--- config.mk ---
export PLATFORM = sky130hd
export DESIGN_NAME = read_scoreboard
export DESIGN_NICKNAME = d
export VERILOG_FILES = /design/src/rtl/read_scoreboard_pkg.sv /design/src/rtl/sb_watchdog.sv /design/src/rtl/read_scoreboard.sv
export SDC_FILE = /design/constraint.sdc
export NUM_CORES = 1
export LEC_CHECK = 0
export BUFFER_PORTS_ARGS = -buffer_cell sky130_fd_sc_hd__buf_2
export CAP_MARGIN = 25
export CORE_UTILIZATION = 40
export DETAILED_ROUTE_END_ITERATION = 10
export SYNTH_ARGS = -nofsm -noshare
export SYNTH_HDL_FRONTEND = slang
export SYNTH_SLANG_ARGS = --single-unit
--- constraint.sdc ---
create_clock -name clk -period 2.85 [get_ports clk]
set_input_delay 0.57 -clock clk [delete_from_list [all_inputs] [get_ports clk]]
set_output_delay 0.57 -clock clk [all_outputs]
set_load 0.1 [all_outputs]
--- src/rtl/read_scoreboard_pkg.sv ---
// Shared types and defaults for the read-stage register scoreboard.
package read_scoreboard_pkg;

    localparam int unsigned RegIdxWidth    = 5;
    localparam int unsigned DefaultTimeout = 1024;

    typedef logic [RegIdxWidth-1:0] RegIdx;

    typedef struct packed {
        logic  valid;
        RegIdx rs1;
        logic  rs1_en;
        RegIdx rs2;
        logic  rs2_en;
        RegIdx rd;
        logic  rd_en;
    } ScoreboardReq;

    typedef struct packed {
        logic  valid;
        RegIdx rd;
    } WbBundle;

    typedef enum logic [1:0] {
        StRun,
        StStall,
        StError
    } WdState;

endpackage

--- src/rtl/sb_watchdog.sv ---
// Stall watchdog: counts consecutive stall cycles and latches a sticky deadlock flag.
module sb_watchdog
    import read_scoreboard_pkg::*;
#(
    parameter int unsigned TIMEOUT = DefaultTimeout
) (
    input  logic clk,
    input  logic rst,
    input  logic stall_i,
    output logic deadlock_o
);

    localparam int unsigned RunW = $clog2(TIMEOUT + 1);

    WdState          state_q, state_d;
    logic [RunW-1:0] run_q, run_d;
    logic [RunW-1:0] run_inc;

    // The first stall cycle out of RUN counts as 1, so TIMEOUT=1 trips immediately.
    assign run_inc = (state_q == StStall) ? run_q + RunW'(1) : RunW'(1);

    always_comb begin
        state_d = state_q;
        run_d   = run_q;
        unique case (state_q)
            StRun, StStall: begin
                if (stall_i) begin
                    run_d   = run_inc;
                    state_d = (run_inc == RunW'(TIMEOUT)) ? StError : StStall;
                end else begin
                    run_d   = '0;
                    state_d = StRun;
                end
            end
            StError: begin
                state_d = StError;
            end
            default: begin
                state_d = StRun;
                run_d   = '0;
            end
        endcase
    end

    always_ff @(posedge clk) begin
        if (rst) begin
            state_q <= StRun;
            run_q   <= '0;
        end else begin
            state_q <= state_d;
            run_q   <= run_d;
        end
    end

    assign deadlock_o = (state_q == StError);

endmodule

--- src/rtl/read_scoreboard.sv ---
// Register scoreboard and issue gate for the read stage, with stall counting and a
// deadlock watchdog.
module read_scoreboard
    import read_scoreboard_pkg::*;
#(
    parameter int unsigned NUM_REGS      = 32,
    parameter int unsigned REG_IDX_WIDTH = 5,
    parameter int unsigned CNT_WIDTH     = 32,
    parameter int unsigned TIMEOUT       = DefaultTimeout
) (
    input  logic                     clk,
    input  logic                     rst,
    input  logic                     in_valid,
    input  logic [REG_IDX_WIDTH-1:0] in_rs1,
    input  logic                     in_rs1_en,
    input  logic [REG_IDX_WIDTH-1:0] in_rs2,
    input  logic                     in_rs2_en,
    input  logic [REG_IDX_WIDTH-1:0] in_rd,
    input  logic                     in_rd_en,
    output logic                     in_ready,
    input  logic                     flush,
    input  logic                     wb_valid,
    input  logic [REG_IDX_WIDTH-1:0] wb_rd,
    output logic                     issue_valid,
    output logic [REG_IDX_WIDTH-1:0] issue_rd,
    output logic [NUM_REGS-1:0]      busy_mask,
    output logic [CNT_WIDTH-1:0]     stall_cycles,
    output logic                     deadlock
);

    logic [NUM_REGS-1:0]      busy_q, busy_d;
    logic [NUM_REGS-1:0]      wb_clr;
    logic [NUM_REGS-1:0]      eff_busy;
    logic                     issue_valid_q, issue_valid_d;
    logic [REG_IDX_WIDTH-1:0] issue_rd_q, issue_rd_d;
    logic [CNT_WIDTH-1:0]     stall_cnt_q, stall_cnt_d;
    logic                     hazard, fire, stall, wd_deadlock;

    // Register 0 and indices beyond the array never count as busy.
    function automatic logic idx_busy(input logic                     en,
                                      input logic [REG_IDX_WIDTH-1:0] idx,
                                      input logic [NUM_REGS-1:0]      mask);
        logic hit;
        hit = 1'b0;
        if (en && (idx != '0) && (32'(idx) < NUM_REGS)) begin
            hit = mask[idx];
        end
        return hit;
    endfunction

    // A writeback in the same cycle releases its register before the hazard check.
    always_comb begin
        wb_clr = '0;
        for (int unsigned r = 0; r < NUM_REGS; r++) begin
            wb_clr[r] = wb_valid && (wb_rd == REG_IDX_WIDTH'(r));
        end
    end

    assign eff_busy = busy_q & ~wb_clr;

    assign hazard = idx_busy(in_rs1_en, in_rs1, eff_busy)
                  | idx_busy(in_rs2_en, in_rs2, eff_busy)
                  | idx_busy(in_rd_en, in_rd, eff_busy);

    assign in_ready = ~hazard & ~wd_deadlock;
    assign fire     = in_valid & in_ready & ~flush;
    assign stall    = in_valid & ~flush & hazard;

    always_comb begin
        busy_d = eff_busy;
        if (fire && in_rd_en && (in_rd != '0) && (32'(in_rd) < NUM_REGS)) begin
            busy_d[in_rd] = 1'b1;
        end
        busy_d[0] = 1'b0;

        issue_valid_d = fire;
        issue_rd_d    = fire ? in_rd : issue_rd_q;

        stall_cnt_d = stall_cnt_q;
        if (stall && !(&stall_cnt_q)) begin
            stall_cnt_d = stall_cnt_q + CNT_WIDTH'(1);
        end
    end

    always_ff @(posedge clk) begin
        if (rst) begin
            busy_q        <= '0;
            issue_valid_q <= 1'b0;
            issue_rd_q    <= '0;
            stall_cnt_q   <= '0;
        end else begin
            busy_q        <= busy_d;
            issue_valid_q <= issue_valid_d;
            issue_rd_q    <= issue_rd_d;
            stall_cnt_q   <= stall_cnt_d;
        end
    end

    sb_watchdog #(
        .TIMEOUT (TIMEOUT)
    ) u_watchdog (
        .clk        (clk),
        .rst        (rst),
        .stall_i    (stall),
        .deadlock_o (wd_deadlock)
    );

    assign issue_valid  = issue_valid_q;
    assign issue_rd     = issue_rd_q;
    assign busy_mask    = busy_q;
    assign stall_cycles = stall_cnt_q;
    assign deadlock     = wd_deadlock;

endmodule

==> impl_metrics.sql <==
INSERT INTO impl_metrics (metric_group, metric, value, unit) VALUES
('sta', 'timing.final.hold_violations', '0', ''),
('power', 'peakVddDrop', '0.3391', 'mV'),
('route', 'met2WireLength', '9656', 'um'),
('route', 'via_per_inst', '6.112', ''),
('flow_run', 'maxCapViolCount', '0', ''),
('outcome', 'outcome', 'complete, but fails checks', ''),
('sta', 'setup_repair_after_global_routing_missed_its_margin', 'yes', ''),
('sta', 'setup_viol', '64', ''),
('layout', 'area_of_all_placed_cells_without_fillers', '0.007868', 'mm2'),
('route', 'drt-total-wl', '20990', 'um'),
('logic_synthesis', 'synth-warning-count', '0', ''),
('outcome', 'violations', 'negative setup slack', ''),
('setup_path', 'critical_path.cell_chain', 'buf_8, buf_4, nand4b_1, buf_6, o21ai_2, o32ai_1, or4_4, a31oi_4, nand2_4, nor2_4, buf_12', ''),
('setup_path', 'worst_setup_start_kind', 'primary input', ''),
('setup_path', 'worst-endpoint-arrival', '2630', 'ps'),
('place', 'placed_wire_length_estimate', '15400', 'um'),
('route', 'drt_antenna_net_count', '0', ''),
('clock_network', 'numClockSinks', '82', ''),
('logic_synthesis', 'ranking_of_synthesized_cells_by_instance_count', 'sky130_fd_sc_hd__dfxtp_1, sky130_fd_sc_hd__nor2_1, sky130_fd_sc_hd__nand3_1', ''),
('layout', 'layout.nets', '908', ''),
('sta', 'setup_tns', '-7484', 'ps'),
('power', 'cell_internal_pwr', '2038', 'uW'),
('clock_network', 'numCtsBuffers', '9', ''),
('logic_synthesis', 'yosysSeqAreaShare', '0.3051', ''),
('place', 'place.gp.congestion', '0.9967', ''),
('power', 'static-leakage-power', '0.003123', 'uW'),
('logic_synthesis', 'yosys.cell_types.count', '76', ''),
('grt', 'antenna_found_initial', '0', ''),
('clock_network', 'worst_skew_pair.late_latency', '360', 'ps'),
('sta', 'max_freq', '0.3128', 'GHz'),
('clock_network', 'deepest_clock_path_buffer_count', '2', ''),
('sta', 'slew_headroom', '0.6616', ''),
('setup_path', 'crit_path_top_delay_cell', 'sky130_fd_sc_hd__or4_4', ''),
('sta', 'tightestPinTransition', '506.2', 'ps'),
('setup_path', 'rr_endpoint', 'stall_cycles[22]', ''),
('clock_network', 'cts.hold.buffers_added', '0', ''),
('logic_synthesis', 'syn_area', '0.005380', 'mm2'),
('logic_synthesis', 'synth-async-reset-ratio', '0', ''),
('min_path', 'timing.hold.worst_path_depth', '2', ''),
('logic_synthesis', 'ys_seq_elements', '82', ''),
('setup_path', 'required', '2280', 'ps'),
('grt', 'grt_max_degree', '40', ''),
('place', 'numPortBuffers', '98', ''),
('setup_path', 'critPathMaxStageDelay', '540', 'ps'),
('place', 'placement.cell_area', '0.007028', 'mm2'),
('layout', 'postLayoutCoreUtil', '0.5965', ''),
('grt', 'first_global_vias', '6048', ''),
('sta', 'worst_slack', '-347.2', 'ps'),
('logic_synthesis', 'syn_inst', '661', ''),
('sta', 'final.period_utilization', '1.122', ''),
('route', 'route.detailed.wl_per_inst', '19.82', 'um'),
('grt', 'grt_first_pass_wirelength', '32560', 'um'),
('min_path', 'hold_start', 'stall_cycles[10]', ''),
('logic_synthesis', 'most_frequent_cell_after_synthesis', 'sky130_fd_sc_hd__dfxtp_1', ''),
('logic_synthesis', 'synth_largest_area_cell', 'sky130_fd_sc_hd__dfxtp_1', ''),
('floorplan', 'rows', '42', ''),
('floorplan', 'start_util', '0.4079', ''),
('setup_path', 'path_max_fanout', '4', ''),
('route', 'drt_pre_antenna_iters', '5', ''),
('floorplan', 'die_h', '118.0', 'um'),
('setup_path', 'critPathCaptureType', 'primary output', ''),
('place', 'dpl.cell_count', '1021', ''),
('floorplan', 'die_area', '0.01392', 'mm2'),
('logic_synthesis', 'synth_edf_count', '0', ''),
('grt', 'global_route.overflow_total', '0', ''),
('clock_network', 'root_buffer', 'sky130_fd_sc_hd__clkbuf_16', ''),
('power', 'pwr-share-seq', '0.392', ''),
('setup_path', 'rr_worst_depth', '11', ''),
('floorplan', 'coreArea', '0.01319', 'mm2'),
('setup_path', 'worstSetupPathDepth', '11', ''),
('route', 'detailroute.wirelength.met3', '1734', 'um');
==> registers in the layout, indices dropped and copies added (netlist names) <==
name and cells:
stall_cycles 32, busy_mask 31, u_watchdog.run_q 11, issue_rd 5, u_watchdog.state_q 2, issue_valid 1
==> power by group through the flow <==
stage          sequential (uW)  combinational (uW)  clock, uW
3_5_place_dp              1180                 526          0
3_3_place_gp              1180                 521          0
2_1_floorplan             1230                 288          0
6_report                  1160                 645       1150
4_1_cts                   1160                 564       1170
5_1_grt                   1160                 678       1210
==> logic make-up after synthesis <==
| kind of cell | after synthesis | share of synthesized area |
|---|---|---|
| other cells | 1 | 0.0006970 |
| flops | 82 | 0.3051 |
| fa+ha+maj | 2 | 0.004650 |
| mux | 31 | 0.06651 |
| compound gates | 211 | 0.2705 |
| xor+xnor | 8 | 0.01442 |
| buf+inv | 74 | 0.06954 |
| simple gates | 252 | 0.2686 |
==> cell usage in the layout (no fill, tap or decap), types with 5 or more instances in the layout <==
cell,instances
sky130_fd_sc_hd__clkbuf_16,9
sky130_fd_sc_hd__o21ai_2,7
sky130_fd_sc_hd__dfxtp_1,38
sky130_fd_sc_hd__o2111ai_1,9
sky130_fd_sc_hd__buf_6,5
sky130_fd_sc_hd__o31ai_1,16
sky130_fd_sc_hd__dfxtp_4,5
sky130_fd_sc_hd__nand4_1,8
sky130_fd_sc_hd__or2_2,6
sky130_fd_sc_hd__buf_4,151
sky130_fd_sc_hd__o21ai_1,12
sky130_fd_sc_hd__nand2_1,36
sky130_fd_sc_hd__mux2_2,5
sky130_fd_sc_hd__a21oi_2,5
sky130_fd_sc_hd__buf_2,93
sky130_fd_sc_hd__nor2_1,41
sky130_fd_sc_hd__xor2_1,5
sky130_fd_sc_hd__or4_1,19
sky130_fd_sc_hd__o32ai_1,11
sky130_fd_sc_hd__o21ai_0,29
sky130_fd_sc_hd__a31oi_1,5
sky130_fd_sc_hd__o22ai_1,17
sky130_fd_sc_hd__and2_1,6
sky130_fd_sc_hd__and3_1,16
sky130_fd_sc_hd__dfxtp_2,39
sky130_fd_sc_hd__mux2i_1,19
sky130_fd_sc_hd__nand2b_1,9
sky130_fd_sc_hd__o32ai_2,6
sky130_fd_sc_hd__nand3b_1,6
sky130_fd_sc_hd__nor2b_1,14
sky130_fd_sc_hd__or3_1,5
sky130_fd_sc_hd__inv_1,17
sky130_fd_sc_hd__o211ai_1,14
sky130_fd_sc_hd__nor3_1,8
sky130_fd_sc_hd__a21oi_1,30
sky130_fd_sc_hd__nand3_1,38
==> per-layer routing <==
layer / up-vias / track usage
met5: - / 0
met4: 0 / 0.08734
met3: 53 / 0.07703
met2: 329 / 0.4706
met1: 3095 / 0.3931
li1: 2996 / -
==> worst reg2reg max path, cell delays in order, from the launching register on <==
cell	delay, ps
sky130_fd_sc_hd__dfxtp_1	370
sky130_fd_sc_hd__mux2_2	330
sky130_fd_sc_hd__a22oi_1	170
sky130_fd_sc_hd__a21oi_1	90
sky130_fd_sc_hd__or4_4	510
sky130_fd_sc_hd__a31oi_4	240
sky130_fd_sc_hd__buf_4	190
sky130_fd_sc_hd__and2_4	240
sky130_fd_sc_hd__buf_8	170
sky130_fd_sc_hd__buf_4	120
sky130_fd_sc_hd__nor3_2	30
sky130_fd_sc_hd__mux2_1	310
==> through the flow <==
| step | hold WS, ps | power, uW |
|---|---|---|
| 6_report | 488.8 | 2947 |
| 5_1_grt | 496.3 | 3045 |
| 4_1_cts | 482.4 | 2887 |
| 3_5_place_dp | 469.1 | 1707 |
| 3_3_place_gp | 465.1 | 1702 |
| 2_1_floorplan | 458.7 | 1516 |
==> cell type report <==
cell class | instances | area, um2
repair buffers | 258 | 1821
multi-input cells | 507 | 3755
fillers | 1202 | 5323
well taps | 176 | 220.2
inverters | 20 | 75.07
flip-flops and latches | 82 | 1709
clock inverters | 6 | 48.80
clock buffers | 10 | 239.0
==> worst max path at each step <==
stage                        start            end  slack (ps)
final                     wb_rd[4]       in_ready        -350
after detailed placement  wb_rd[2]  busy_mask[24]        -640
after floorplan           wb_rd[4]       in_ready       -1140
after CTS                 wb_rd[4]       in_ready        -320
after global routing      wb_rd[2]       in_ready        -380
after global placement    wb_rd[2]       in_ready        -640
==> repair_timing <==
item | 4_1_cts | 5_1_grt
setup endpoints to repair | 68 | 78
pin swaps | 10 | 11
gates resized for setup | 24 | 56
gates cloned | 2 | 2
setup buffers | 8 | 10
Power figures use the tool's default switching activity.
